<file path="src/rtl/regfile_mp_scoreboard.sv">
// rtl/regfile_mp_scoreboard.sv - multi-port integer register file with write bypass and busy scoreboard
module regfile_mp_scoreboard #(
    parameter int XLEN     = 32,
    parameter int NUM_REGS = 32,
    parameter int NREAD    = 2,
    parameter int NWRITE   = 1,
    parameter int BYPASS   = 1,
    localparam int AW      = $clog2(NUM_REGS)
) (
    input  logic                   clk,
    input  logic                   rst_n,
    input  logic [NREAD*AW-1:0]    rs_addr,
    output logic [NREAD*XLEN-1:0]  rs_data,
    output logic [NREAD-1:0]       rs_busy,
    input  logic [NWRITE-1:0]      wr_en,
    input  logic [NWRITE*AW-1:0]   wr_addr,
    input  logic [NWRITE*XLEN-1:0] wr_data,
    input  logic                   alloc_en,
    input  logic [AW-1:0]          alloc_addr,
    input  logic                   flush,
    output logic [NUM_REGS-1:0]    busy_vec
);

    logic [XLEN-1:0]     regs [NUM_REGS];
    logic [NUM_REGS-1:0] busy_next;

    function automatic logic wr_match(input logic [AW-1:0] a);
        logic m;
        m = 1'b0;
        for (int j = 0; j < NWRITE; j++) begin
            if (wr_en[j] && wr_addr[j*AW +: AW] == a) m = 1'b1;
        end
        return m;
    endfunction

    // Walking ports in ascending order lets the highest-index write win.
    function automatic logic [XLEN-1:0] wr_value(input logic [AW-1:0] a, input logic [XLEN-1:0] dflt);
        logic [XLEN-1:0] v;
        v = dflt;
        for (int j = 0; j < NWRITE; j++) begin
            if (wr_en[j] && wr_addr[j*AW +: AW] == a) v = wr_data[j*XLEN +: XLEN];
        end
        return v;
    endfunction

    always_ff @(posedge clk or negedge rst_n) begin
        if (!rst_n) begin
            for (int r = 0; r < NUM_REGS; r++) regs[r] <= '0;
        end else begin
            for (int j = 0; j < NWRITE; j++) begin
                if (wr_en[j] && wr_addr[j*AW +: AW] != '0)
                    regs[wr_addr[j*AW +: AW]] <= wr_data[j*XLEN +: XLEN];
            end
        end
    end

    for (genvar i = 0; i < NREAD; i++) begin : g_rd
        logic [AW-1:0]   a;
        logic [XLEN-1:0] val;
        logic            hit;

        assign a = rs_addr[i*AW +: AW];

        always_comb begin
            val = regs[a];
            hit = 1'b0;
            if (BYPASS != 0) begin
                hit = wr_match(a);
                val = wr_value(a, regs[a]);
            end
        end

        // x0 is hardwired: zero data and never busy, whatever is in flight.
        assign rs_data[i*XLEN +: XLEN] = (a == '0) ? '0 : val;
        assign rs_busy[i] = (a != '0) && busy_vec[a] && !hit;
    end

    // Alloc beats a same-cycle writeback: the alloc belongs to a newer producer.
    always_comb begin
        busy_next    = busy_vec;
        busy_next[0] = 1'b0;
        for (int r = 1; r < NUM_REGS; r++) begin
            if (flush)
                busy_next[r] = 1'b0;
            else if (alloc_en && alloc_addr == AW'(r))
                busy_next[r] = 1'b1;
            else if (wr_match(AW'(r)))
                busy_next[r] = 1'b0;
        end
    end

    always_ff @(posedge clk or negedge rst_n) begin
        if (!rst_n) busy_vec <= '0;
        else        busy_vec <= busy_next;
    end

endmodule

</file>
<file path="config.mk">
export PLATFORM = sky130hd
export DESIGN_NAME = regfile_mp_scoreboard
export DESIGN_NICKNAME = d
export VERILOG_FILES = /design/src/rtl/regfile_mp_scoreboard.sv
export SDC_FILE = /design/constraint.sdc
export NUM_CORES = 2
export LEC_CHECK = 0
export BUFFER_PORTS_ARGS = -buffer_cell sky130_fd_sc_hd__buf_2
export CORE_MARGIN = 2
export CORE_UTILIZATION = 24
export CTS_CLUSTER_SIZE = 16
export DETAILED_ROUTE_END_ITERATION = 8
export GPL_ROUTABILITY_DRIVEN = 0
export PLACE_DENSITY_LB_ADDON = 0.3
export SYNTH_ARGS = -nofsm -noshare
export SYNTH_HDL_FRONTEND = slang
export SYNTH_SLANG_ARGS = --single-unit
export TNS_END_PERCENT = 50
</file>
<file path="constraint.sdc">
create_clock -name clk -period 3 [get_ports clk]
set_clock_uncertainty 0.05 [all_clocks]
set_input_delay 0.3 -clock clk [delete_from_list [all_inputs] [get_ports clk]]
set_output_delay 0.3 -clock clk [all_outputs]
set_load 0.01 [all_outputs]
</file>
==> out/results.txt <==
The number of nets in the synthesized netlist is 3884. Counting the buffers created by CTS gives 115. The post-synthesis async set-or-reset flop share works out to 100%. The count of nets left with antenna violations after detail routing came out at 0. The final routed wire length divided by cell count was 29.2 microns. The logs give 1055 for the clock sink count and 23.1% for the met1 track demand over resource in global routing. Across every metal layer, demand over resource in global routing totals 17.3%.

The final max-slew violation count was 0. The tree is rooted in a clkbuf_16. The clock-pin slew of the registers on the worst-case setup and hold paths is 0.07 ns. The worst path in the final design needs a cycle of 3.05 ns, including I/O delays and setup. Of the post-synthesis cell area, the dominant cell type holds 46.5%. The Yosys step of the flow raised 0 warnings. The final instance area came out at 68000 sq um. The run gives 450 uV as the peak supply drop.

The run finished, with violations left. The die height is 490 microns. The logs give 38900 for the number of global-route vias before repair and 2.65 ns for the data required time at the worst endpoint. The post-synthesis register bit count is 1055, and the mapped cell area is 56700 sq um. STA classifies the critical path startpoint as a flop.

The total area inside the core boundary comes to 235000 sq um. The routed layout has 37300 vias. The clock reaches the later pin of the worst-skew pair after 0.77 ns.

Synthesis handed over a netlist of 3827 instances. Yosys mapped a number of flops with a built-in enable equal to 0. The netlist uses 56 different library cells. The first-pass GRT wire length was 302000 microns; the maximum count of clock buffers along a single path was 3. The leakage power figure is 0.0286 uW, and the number of H-tree levels is 3.

The sequential cells in the finished layout cover a total of 26400 sq um. Global routing consumed, on the met3 layer, 3.46% of the routing resources. In the final layout, the multi-input gates occupy 29000 sq um.

Area of the die: 240000 sq um. The run gives 4028 as the net count reported at finish. The via count normalized by instance count is 5.17.

For the number of failing hold endpoints at the final stage, the log shows 0. The tools report the post-layout total power as 42700 uW. After detailed routing, the number of remaining DRC violations is 0. dfrtp_1 takes more of the synthesized area than any other cell.

The pre-CTS worst setup slack is -0.576 ns, and the detailed-route wire length is 211000 microns. Setup repair after global routing could not meet its margin everywhere. Mean post-synth cell area: 14.8 sq um.

The initial detailed-routing violation count came out at 3406. The area growth from synthesis to layout was 19.8%; the number of top-level pins was 155. The worst-case headroom to the max-slew limit is 35.0%. TritonCTS built the clock tree. The measured slew at the worst slew-check pin came out at 0.968 ns. The most frequently used cell type in the post-synthesis netlist is dfrtp_1. The worst hold path class is in2async.

Of all nets on the critical path, the largest fanout is 2. Detailed placement finished with a half-perimeter wire length of 130000 microns. Counting the fill cells in the layout gives 23700.

met2 is the most crowded layer. The tools report the initial antenna violation count as 18. The type of the setup path with the least slack was reg2out. The worst register-to-register path has a depth of 3. The endpoint type of the worst setup path was an output port.

After layout, the worst path uses 102% of the clock period. After detailed placement, the total cell area comes to 63300 sq um. The iteration count of the initial detailed-routing pass was 6; the number of input and output port buffers inserted was 153. Setup violations remaining at the end of the flow were counted as 4. The ratio of cells with drive above 1 in the final layout is 56.6%.

The top flip-flop cell by instance count after synthesis is dfrtp_1. Yosys attributes the largest share of cell area to dfrtp_1 47%, mux4_2 20%, mux2_2 20%. The total power density per cell area was 628 nW/um^2; the total congestion overflow after global routing was 0. For the starting density of the core, the log shows 24.1%. The checks that failed: setup timing. After floorplanning, the core was divided into 178 placement rows.

The logs give 2.70 ns for the arrival time at the worst endpoint and 46.5% for the proportion of synthesized chip area in sequential cells. The max-cap check violation count was 0. The die span in x was 490 microns.

Static timing analysis puts the maximum clock frequency at 328 MHz. The largest net degree at the start of global routing is 120, and the final setup slack of the worst path is -0.0526 ns. The commonest cells after synthesis are 1055 x dfrtp_1, 996 x mux2_2, 509 x mux4_2.

Global routing used 28.2% of the available met2 tracks.
layout by cell type (no fill, tap or decap), types with 18 or more instances in the layout:
cell,instances
nor2_1,61
a211oi_1,56
o22ai_1,50
mux4_2,510
clkbuf_16,117
nand3_1,34
a211oi_2,27
a22oi_1,57
mux2_2,996
a21oi_1,55
clkbuf_1,26
a22o_1,37
nor2b_1,47
clkbuf_8,33
nand2_1,53
dfrtp_1,1055
clkinv_2,18
buf_12,111
nor3_1,23
mux2i_1,69
mux2_4,29
buf_2,133
buf_4,189
o21ai_0,34
registers in the layout (all words and copies together) (netlist names):
name / cells
busy_vec: 31
regs: 1024
area by class of cell:
cell class | instances | share of cell area (%)
Clock buffer | 176 | 5.12
Timing Repair Buffer | 470 | 6.96
Inverter | 1 | 0.00552
Multi-Input combinational cell | 2328 | 42.7
Clock inverter | 33 | 0.563
Antenna cell | 4 | 0.0147
Sequential cell | 1055 | 38.8
Tap cell | 3150 | 5.80
power breakdown:
| group | switching (uW) | total, uW | internal [uW] |
|---|---|---|---|
| registers | 1930 | 18800 | 16900 |
| logic | 3640 | 9060 | 5420 |
| clock network | 6310 | 14900 | 8540 |
path summary, 6_finish.rpt:
check                                    startpoint                  endpoint  slack [ns]
setup / recovery              regs[124]$_DFFE_PN0P_               rs_data[60]       -0.05
hold / removal                                rst_n     regs[839]$_DFFE_PN0P_        0.05
setup reg to reg           busy_vec[25]$_DFFE_PN0P_  busy_vec[25]$_DFFE_PN0P_        1.63
hold reg to reg              regs[1003]$_DFFE_PN0P_    regs[1003]$_DFFE_PN0P_        0.34
max in group asynchronous                     rst_n     regs[378]$_DFFE_PN0P_        1.68
min in group clk                        wr_data[22]     regs[438]$_DFFE_PN0P_        0.08
metrics by stage:
| stage | instances | hold WS [ns] | setup TNS [ns] | utilization, % |
|---|---|---|---|---|
| 2_1_floorplan | 3827 | -0.0456 | 0 | - |
| 3_3_place_gp | 6977 | 0.240 | -4.15 | 26.9 |
| 3_5_place_dp | 6977 | 0.247 | -4.69 | 26.9 |
| 4_1_cts | 7214 | 0.0276 | -0.778 | 28.8 |
| 5_1_grt | 7217 | 0.0519 | -1.44 | 28.9 |
| 6_report | 7217 | 0.0547 | -0.0922 | 28.9 |
repair_timing:
action                     CTS  global route
hold buffers                17             0
pin swaps                   47            27
setup endpoints to repair   39            35
gates resized for setup     66            47
setup buffers               15             1
gates cloned                 0             0
hold endpoints to repair   280             0
worst max-delay path: stages, from the launching register on:
cell and delay (ns):
dfrtp_1 0.42, mux4_2 0.47, mux4_2 0.46, and2_4 0.17, o21ai_2 0.13, o22ai_2 0.11, buf_2 0.18
cell families (layout without fill, tap and decap cells):
group | Yosys count | in the layout | share of synthesized area [%]
mux | 1612 | 1612 | 42.2
xor+xnor | 10 | 10 | 0.154
compound gates | 381 | 381 | 4.68
flops | 1055 | 1055 | 46.5
other cells | 1 | 5 | 0.00661
buf+inv | 444 | 680 | 3.55
simple gates | 324 | 324 | 2.89
routing by layer:
| metal | vias up | wire length, microns |
|---|---|---|
| li1 | 15100 | - |
| met1 | 20700 | 90600 |
| met2 | 1236 | 101000 |
| met3 | 294 | 12500 |
| met4 | 6 | 6290 |
| met5 | - | 46 |
No activity file was read; power rests on OpenSTA's default activity.
